`config.mk`:
```
export PLATFORM = sky130hd
export DESIGN_NAME = ws2812_frame_ctrl
export DESIGN_NICKNAME = d
export VERILOG_FILES = /design/src/rtl/ws2812_frame_ctrl_pkg.sv /design/src/rtl/ws2812_pixel_gen.sv /design/src/rtl/ws2812_frame_ctrl.sv
export SDC_FILE = /design/constraint.sdc
export NUM_CORES = 2
export LEC_CHECK = 0
export BUFFER_PORTS_ARGS = -buffer_cell sky130_fd_sc_hd__buf_2
export CAP_MARGIN = 20
export CORE_MARGIN = 2
export CORE_UTILIZATION = 59
export CTS_BUF_LIST = sky130_fd_sc_hd__clkbuf_16
export CTS_CLUSTER_SIZE = 40
export DETAILED_ROUTE_END_ITERATION = 10
export PLACE_DENSITY = 0.81
export SYNTH_ARGS = -nofsm -noshare
export SYNTH_HDL_FRONTEND = slang
export SYNTH_SLANG_ARGS = --single-unit
export TNS_END_PERCENT = 5
```
`constraint.sdc`:
```
create_clock -name clk -period 6.85 [get_ports clk]
set_input_delay 1.0275 -clock clk [delete_from_list [all_inputs] [get_ports clk]]
set_output_delay 1.0275 -clock clk [all_outputs]
set_load 0.03 [all_outputs]
```
`src/rtl/ws2812_frame_ctrl_pkg.sv`:
```
// Shared types and constants for the WS2812 frame controller.
package ws2812_frame_ctrl_pkg;

    typedef enum logic [1:0] {
        S_IDLE  = 2'd0,
        S_BUILD = 2'd1,
        S_START = 2'd2,
        S_WAIT  = 2'd3
    } state_t;

    localparam int PIX_W   = 24;
    localparam int DIM_W   = 2;
    localparam int LEVEL_W = 5;

    localparam int DEF_REFRESH_CYCLES = 2_083_333;
    localparam int DEF_DONE_TIMEOUT   = 1_000_000;

    // Scale each GRB byte down by a right shift.
    function automatic logic [PIX_W-1:0] dim_pixel(input logic [PIX_W-1:0] color,
                                                   input logic [DIM_W-1:0] dim);
        logic [7:0] g;
        logic [7:0] r;
        logic [7:0] b;
        g = color[23:16] >> dim;
        r = color[15:8]  >> dim;
        b = color[7:0]   >> dim;
        return {g, r, b};
    endfunction

endpackage

```
`src/rtl/ws2812_pixel_gen.sv`:
```
// Combinational pixel rule: decides whether LED 'index' is lit and dims it.
module ws2812_pixel_gen
    import ws2812_frame_ctrl_pkg::*;
#(
    parameter int NUM_LEDS = 16,
    parameter int IDX_W    = 4
) (
    input  logic [IDX_W-1:0]   index,
    input  logic [LEVEL_W-1:0] level,
    input  logic               mode,
    input  logic [PIX_W-1:0]   color,
    input  logic [DIM_W-1:0]   dim,
    output logic [PIX_W-1:0]   pixel
);

    logic [31:0] eff_level_s;
    logic [31:0] idx_s;
    logic        lit_s;

    // Clamp the level to the chain length, then apply the bar/dot rule.
    always_comb begin
        idx_s = 32'(index);
        if (32'(level) > 32'(NUM_LEDS)) begin
            eff_level_s = 32'(NUM_LEDS);
        end else begin
            eff_level_s = 32'(level);
        end
        if (mode == 1'b0) begin
            lit_s = (idx_s < eff_level_s);
        end else begin
            lit_s = (eff_level_s != 32'd0) && (idx_s == (eff_level_s - 32'd1));
        end
        if (lit_s) begin
            pixel = dim_pixel(color, dim);
        end else begin
            pixel = 24'h000000;
        end
    end

endmodule

```
`src/rtl/ws2812_frame_ctrl.sv`:
```
// Frame controller: buffers one request, builds a frame one LED per cycle,
// hands it to the chain, waits for completion and periodically resends it.
module ws2812_frame_ctrl
    import ws2812_frame_ctrl_pkg::*;
#(
    parameter int NUM_LEDS       = 16,
    parameter int REFRESH_CYCLES = DEF_REFRESH_CYCLES,
    parameter int DONE_TIMEOUT   = DEF_DONE_TIMEOUT
) (
    input  logic                      clk,
    input  logic                      rst_n,
    input  logic                      req_valid,
    output logic                      req_ready,
    input  logic [LEVEL_W-1:0]        req_level,
    input  logic                      req_mode,
    input  logic [PIX_W-1:0]          req_color,
    input  logic [DIM_W-1:0]          req_dim,
    output logic [NUM_LEDS*PIX_W-1:0] led_data,
    output logic                      chain_start,
    input  logic                      chain_done,
    output logic                      busy,
    output logic                      timeout_err
);

    localparam int          FRAME_W      = NUM_LEDS * PIX_W;
    localparam int          IDX_W        = (NUM_LEDS > 1) ? $clog2(NUM_LEDS) : 1;
    localparam logic [IDX_W-1:0] IDX_LAST = IDX_W'(NUM_LEDS - 1);
    localparam logic [31:0] REFRESH_LAST = 32'(REFRESH_CYCLES - 1);
    localparam logic [31:0] TIMEOUT_LAST = 32'(DONE_TIMEOUT - 1);

    state_t               state_r;
    state_t               state_s;
    logic                 pending_r;
    logic [LEVEL_W-1:0]   pend_level_r;
    logic                 pend_mode_r;
    logic [PIX_W-1:0]     pend_color_r;
    logic [DIM_W-1:0]     pend_dim_r;
    logic [LEVEL_W-1:0]   cur_level_r;
    logic                 cur_mode_r;
    logic [PIX_W-1:0]     cur_color_r;
    logic [DIM_W-1:0]     cur_dim_r;
    logic [IDX_W-1:0]     idx_r;
    logic [FRAME_W-1:0]   shadow_r;
    logic [FRAME_W-1:0]   led_data_r;
    logic [31:0]          refresh_cnt_r;
    logic [31:0]          wait_cnt_r;
    logic                 timeout_err_r;
    logic [PIX_W-1:0]     pixel_s;
    logic                 consume_s;
    logic                 accept_s;
    logic                 timeout_hit_s;

    assign consume_s     = (state_r == S_IDLE) && pending_r;
    assign accept_s      = req_valid && !pending_r;
    assign timeout_hit_s = (state_r == S_WAIT) && !chain_done && (wait_cnt_r == TIMEOUT_LAST);

    ws2812_pixel_gen #(
        .NUM_LEDS (NUM_LEDS),
        .IDX_W    (IDX_W)
    ) u_pixel_gen (
        .index (idx_r),
        .level (cur_level_r),
        .mode  (cur_mode_r),
        .color (cur_color_r),
        .dim   (cur_dim_r),
        .pixel (pixel_s)
    );

    // State register.
    always_ff @(posedge clk or negedge rst_n) begin
        if (!rst_n) begin
            state_r <= S_IDLE;
        end else begin
            state_r <= state_s;
        end
    end

    // Next-state logic; a pending request wins over a refresh expiry.
    always_comb begin
        state_s = state_r;
        case (state_r)
            S_IDLE: begin
                if (pending_r) begin
                    state_s = S_BUILD;
                end else if (refresh_cnt_r == REFRESH_LAST) begin
                    state_s = S_START;
                end else begin
                    state_s = S_IDLE;
                end
            end
            S_BUILD: begin
                if (idx_r == IDX_LAST) begin
                    state_s = S_START;
                end else begin
                    state_s = S_BUILD;
                end
            end
            S_START: state_s = S_WAIT;
            S_WAIT: begin
                if (chain_done || (wait_cnt_r == TIMEOUT_LAST)) begin
                    state_s = S_IDLE;
                end else begin
                    state_s = S_WAIT;
                end
            end
            default: state_s = S_IDLE;
        endcase
    end

    // Output decode from the state and pending registers only.
    always_comb begin
        chain_start = 1'b0;
        busy        = 1'b1;
        case (state_r)
            S_IDLE:  busy = 1'b0;
            S_START: chain_start = 1'b1;
            default: busy = 1'b1;
        endcase
        req_ready   = ~pending_r;
        led_data    = led_data_r;
        timeout_err = timeout_err_r;
    end

    // Single-entry request buffer; it empties when the FSM consumes it.
    always_ff @(posedge clk or negedge rst_n) begin
        if (!rst_n) begin
            pending_r    <= 1'b0;
            pend_level_r <= '0;
            pend_mode_r  <= 1'b0;
            pend_color_r <= '0;
            pend_dim_r   <= '0;
        end else if (consume_s) begin
            pending_r <= 1'b0;
        end else if (accept_s) begin
            pending_r    <= 1'b1;
            pend_level_r <= req_level;
            pend_mode_r  <= req_mode;
            pend_color_r <= req_color;
            pend_dim_r   <= req_dim;
        end
    end

    // Working copy of the request being built, so the buffer can refill.
    always_ff @(posedge clk or negedge rst_n) begin
        if (!rst_n) begin
            cur_level_r <= '0;
            cur_mode_r  <= 1'b0;
            cur_color_r <= '0;
            cur_dim_r   <= '0;
        end else if (consume_s) begin
            cur_level_r <= pend_level_r;
            cur_mode_r  <= pend_mode_r;
            cur_color_r <= pend_color_r;
            cur_dim_r   <= pend_dim_r;
        end
    end

    // Build one LED per cycle into the shadow buffer (LED0 at the top).
    always_ff @(posedge clk or negedge rst_n) begin
        if (!rst_n) begin
            idx_r    <= '0;
            shadow_r <= '0;
        end else if (state_r == S_BUILD) begin
            idx_r <= idx_r + 1'b1;
            shadow_r[(NUM_LEDS - 1 - int'(idx_r)) * PIX_W +: PIX_W] <= pixel_s;
        end else begin
            idx_r <= '0;
        end
    end

    // Publish the frame at the end of the start cycle; held through the wait.
    always_ff @(posedge clk or negedge rst_n) begin
        if (!rst_n) begin
            led_data_r <= '0;
        end else if (state_r == S_START) begin
            led_data_r <= shadow_r;
        end
    end

    // Refresh counter: zero while chain_start is high, saturating afterwards.
    always_ff @(posedge clk or negedge rst_n) begin
        if (!rst_n) begin
            refresh_cnt_r <= 32'd0;
        end else if (state_s == S_START) begin
            refresh_cnt_r <= 32'd0;
        end else if (refresh_cnt_r != REFRESH_LAST) begin
            refresh_cnt_r <= refresh_cnt_r + 32'd1;
        end
    end

    // Wait counter and sticky timeout flag.
    always_ff @(posedge clk or negedge rst_n) begin
        if (!rst_n) begin
            wait_cnt_r    <= 32'd0;
            timeout_err_r <= 1'b0;
        end else begin
            if (state_r == S_WAIT) begin
                wait_cnt_r <= wait_cnt_r + 32'd1;
            end else begin
                wait_cnt_r <= 32'd0;
            end
            if (timeout_hit_s) begin
                timeout_err_r <= 1'b1;
            end
        end
    end

endmodule

```
== Yosys cells after proc, flatten, opt, wreduce, memory -nomap -nowiden ==
Index checks and enable logic that the tools add are counted.
Cells by class
  add/subtract/negate cells: 6
  equal/unequal tests: 9
  shifts and indexed selects: 5
  divide/modulo/power cells: 0
  reductions and logical operators: 13
  $mul: 1
  $lt $le $gt $ge: 2
  bitwise gates (word level): 2
  multiplexer cells: 17
Operator list (number)
  384-bit bitwise mux: 1
  24-bit by 33-bit variable shift with 384-bit output, first input constant: 1
  24-bit by 33-bit variable part select with 384-bit output: 1
  32-bit 2-to-1 mux: 3
  32-bit by 1-bit adder with 32-bit output, second input constant: 2
  11-bit negation with 33-bit output: 1
  32-bit by 20-bit equality test with 1-bit output, second input constant: 1
  32-bit by 21-bit equality test with 1-bit output, second input constant: 1
  4-bit by 32-bit equality test with 1-bit output: 1
  32-bit by 21-bit inequality test with 1-bit output, second input constant: 1
  32-bit nonzero test: 1
  24-bit 2-to-1 mux: 1
  8-bit by 2-bit right shift with 8-bit output: 3
  5-bit by 3-bit multiplier with 8-bit output, second input constant: 1
  2-bit 2-to-1 mux: 4
  2-bit one-hot mux with 4 select lines: 1
  2-bit equality test, second input constant: 3
  5-bit by 1-bit subtractor with 6-bit output, second input constant: 1
  5-bit greater-than comparator, second input constant: 1
  1-bit logical AND: 5
  4-bit by 5-bit < comparator with 1-bit output: 1
  1-bit 2-to-1 mux: 5
  5-bit 2-to-1 mux: 1
  4-bit by 4-bit subtractor with 5-bit output, first input constant: 1
  other kinds (10): 13
Storage, ports and cells
  register bits after elaboration: 904
  bits of input ports: 36
  bits in latches: 0
  ROM bits: 0
  word-level logic and storage cells: 71
  memory bits (writable): 0
  output and inout port bits: 388
  memories: 0

== Depth between registers and ports, before layout ==
  depth in word-level cells: 9
  mapped depth: 19
  mapped depth without buffers: 13

== Modules after synthesis ==
A second synthesis with hierarchy kept.
Second synthesis, totals
  cells, all modules: 3631
  area total of the unflattened synthesis: 38500.7 µm²
Modules (own cells, without submodules)
  ws2812_frame_ctrl: area an instance 37661.1 µm², instances 1, seq. area each 22621.7 µm², cells each 3520
  ws2812_pixel_gen: area an instance 839.6 µm², instances 1, seq. area each 0.0 µm², cells each 111

== Worst setup path before layout ==
OpenSTA, ideal clock, no wires.
  kind: register to register
  start point: register idx_r[2]
  end point: register shadow_r[224]
  cell stages (with the launch flop): 17
  arrival: 4.692 ns
  path slack: 2.033 ns
  buffers on the path: 4
  setup time: 0.125 ns
  data required time: 6.725 ns
  clock period less this slack: 4.817 ns
  path through: dfrtp_1 -> buf_2 -> clkbuf_1 -> inv_1 -> ha_1 -> ha_1 -> fa_1 -> buf_4 -> or4b_4 -> nor2_1 -> ha_1 -> clkbuf_1 -> nand3b_1 -> a211oi_2 -> nand3_2 -> nor2_2 -> mux2_2
Between the ends
  word-level cells in the longest chain between the ends: 6
  elaborated cells between the ends (all ways): 11
  classes of those cells: add/sub (2); mul (1); order compare (1); eq/ne (1); shift (2); mux (3); reduce/logical (1)
RTL lines
  start, declared: RTL line ws2812_frame_ctrl.sv:42  | logic [IDX_W-1:0] idx_r;
  start signal, assigned: RTL line ws2812_frame_ctrl.sv:164  | idx_r <= idx_r + 1'b1;
  parallel branches: the longest is 5 deep, another holds 11-bit negation with 33-bit output
  384-bit bitwise mux (*): RTL line ws2812_frame_ctrl.sv:165  | shadow_r[(NUM_LEDS - 1 - int'(idx_r)) * PIX_W +: PIX_W] <= pixel_s;
  end signal, assigned by index: RTL line ws2812_frame_ctrl.sv:165
  end, declared: RTL line ws2812_frame_ctrl.sv:43  | logic [FRAME_W-1:0] shadow_r;
Mark *: on every way between the ends.
A chain may end at the register's enable or synchronous reset.

== Final worst setup path ==
  start point: register idx_r[1]
  end point: register shadow_r[39]
Same word-level chain as after synthesis.

==> results.tsv <==
metric	value	unit
PortBufs	423	
CTS Buffer Depth	3	
DR vias/cell	5.92	
final setup vio count	0	
Netlist Area Pre-Place	38100	sq um
CP Data Arrival Time	5.72	ns
Synth Warn #	0	
vias in the first global route	28600	
area share of the leading cell type in the synthesized netlist	0.594	
pwr dens	449	nW/um^2
placed cells	4713	
clock sinks	904	
Worst Hold Path Cells	1	
most instantiated library cell after synthesis	nand2_1	
Seq pwr share	0.375	
synth cell count leaders	nand2_1 (1294), dfrtp_1 (904), mux2_2 (392)	
non-filler cells, final	4883	
Least-Margin Pin Slew	1.14	ns
period utilization	0.759	
clk_lat worst skew	0.66	ns
Layout area overhead	15.5	%
RSZ-0062 raised after global routing	no	
# resized after CTS	0	
GPL Wtd Cong	1.03	
initial core utilization	0.594	
Hold Path Class	register to register	
Die X	258	um
relative slew slack	0.234	
DRT Pass-1 Iters	6	
worst reg-to-reg path cell count	12	
All-Layer GR Usage	0.333	
CP cell instances	inv_1, ha_1, ha_1, fa_1, xor2_2, nor2_1, ha_1, nand3b_1, nor3_2, nand3_1, nor2_2, mux2_2	
antenna viol nets, final	0	
CP bufs+invs	1	
Synth Area in Simple Gates	0.185	
Psw	8.31	mW
Vias	28900	
Post-route DRC	0	
GRT overflow	0	
Worst IR Drop VDD	0.288	mV
DP Wirelength	75000	um
max-slew violation count	0	
multiplexer share of the synthesized area	0.126	
Pint	11.4	mW
Levels on crit path	12	
post-synthesis compound-gate area fraction	0.0499	
Cells after Synth	3567	
setup bufs post-CTS	0	
Crit Path Max Fanout	9	
main combinational cell family by area after synthesis	simple AND/OR/NAND/NOR gates	
min Tclk post-route	5.20	ns
I/O pin cnt	424	
setup TNS	0	ns
Clock Power Share	0.252	
wire length of the first global-routing pass	169000	um
Syn Area/Cell	10.7	sq um
Iter 0 DRT Violations	3524	
antenna violations before repair	5	
die area	66600	sq um
final hold slack	0.453	ns
cts hold-fix bufs	0	
Async SR Flop Fraction	1.00	
Post-Synth XOR/XNOR Area	0.0154	
max incr delay on CP	0.66	ns
# fillers	4502	
row cnt	93	
Worst Skew	0.0370	ns
Gate power share	0.373	
Critical Path End Type	register	
H-tree level count	3	
Maximum Capacitance Violations	0	
Top Family by Delay on Critical Path	simple AND/OR/NAND/NOR gates	
cell taking the most area after synthesis	dfrtp_1	
Post-synth EDFFs	0	
total power	19.8	mW
Synth Flop Type	dfrtp_1	
startpoint types	register	
adder-cell share of the synthesized area	0.00677	
Leak	23.8	nW
largest net degree at the start of global routing	217	
top cells by area, synth	dfrtp_1 (59%), nand2_1 (13%), mux2_2 (12%)	
max frequency	192	MHz
routed len/inst	22.7	um
Sw Ratio	0.421	
WS Path Type	register to register	
WP data required	7.37	ns
Final Hold Fails	0	
Seq/Total Area, Yosys	0.594	
Yosys reg bits	904	
Multi-input gate area	14600	sq um
Die Height	258	um
share of layout cells above drive strength 1	0.262	
status	complete, no violations	
clk root buf	clkbuf_16	
Final nets	4007	
final wirelength	111000	um
core area	64100	sq um
Top cell by count, worst path	ha_1	
slowest stage cell, crit path	nand3_1	
Num CTS Buffers	90	
syn nets	3623	
clock edge transition at the registers on the reported setup and hold paths	0.06	ns
CTS tree	built	
library cells used by synthesis	90	
Register Area	22600	sq um
[state kept, by name, indices dropped and copies added, names as in the netlist, 2 cells and up]
signal and cells:
led_data 384, shadow_r 384, cur_level_r 5, pend_color_r 24, pend_level_r 5, wait_cnt_r 32, cur_color_r 24, cur_dim_r 2
pend_dim_r 2, state_r 2, idx_r 4, refresh_cnt_r 32
[placed cells by master (no fill, tap or decap), types with 19 or more instances in the layout]
master / instances
a21oi_1: 33
a22oi_1: 48
buf_2: 422
buf_4: 35
clkbuf_16: 92
dfrtp_1: 904
ha_1: 19
inv_1: 50
mux2_2: 392
nand2_1: 1293
nand3_1: 38
nor2_1: 164
nor3_1: 26
o21ai_0: 31
o31ai_1: 24
xnor2_1: 29
xor2_1: 36
[area by class of cell]
type,instances,area share
flip-flops and latches,904,0.515
well taps,855,0.0243
multi-input cells,2457,0.333
inverters,33,0.00299
clock buffers,92,0.0524
diodes,3,0.000171
clock inverters,74,0.0150
repair buffers,465,0.0577
[stage by stage]
| step | instance area (sq um) | utilization | worst slack [ns] |
|---|---|---|---|
| finish | 44000 | 0.686 | 1.65 |
| CTS | 43900 | 0.685 | 1.81 |
| global route | 44000 | 0.686 | 1.48 |
| detailed placement | 41000 | 0.639 | 1.85 |
| global placement | 41000 | 0.639 | 2.00 |
| floorplan | 38100 | - | 2.03 |
[per-layer routing]
layer / vias to the layer above / share of wire / track usage
li1: 12700 / - / -
met4: 0 / 0.051 / 0.167
met2: 1454 / 0.46 / 0.515
met1: 14500 / 0.40 / 0.449
met3: 310 / 0.089 / 0.0706
met5: - / 0 / 0
[cell families after synthesis]
logic type,Yosys count
AND/OR/NAND/NOR,1692
flip-flops,904
multiplexers,420
AO/OA/AOI/OAI,259
buffers and inverters,206
XOR/XNOR,66
adder cells (fa/ha/maj),20
[power by group through the flow]
stage	combinational, mW	sequential [mW]	clock, mW
global placement	7.04	7.40	0
finish	7.37	7.40	4.98
detailed placement	7.14	7.42	0
global route	7.74	7.49	5.25
floorplan	3.86	7.97	0
CTS	7.18	7.36	5.01
[final timing paths]
| kind | from | endpoint | slack, ns |
|---|---|---|---|
| hold / removal | wait_cnt_r[0]$_DFF_PN0_ | wait_cnt_r[0]$_DFF_PN0_ | 0.45 |
| setup / recovery | idx_r[1]$_DFF_PN0_ | shadow_r[39]$_DFFE_PN0P_ | 1.65 |
| min in group asynchronous | rst_n | pend_color_r[22]$_DFFE_PN0P_ | 0.46 |
| max in group asynchronous | rst_n | cur_color_r[2]$_DFFE_PN0P_ | 4.96 |
| setup reg to reg | idx_r[1]$_DFF_PN0_ | shadow_r[39]$_DFFE_PN0P_ | 1.65 |
| hold reg to reg | wait_cnt_r[0]$_DFF_PN0_ | wait_cnt_r[0]$_DFF_PN0_ | 0.45 |
Power figures use the tool's default switching activity.
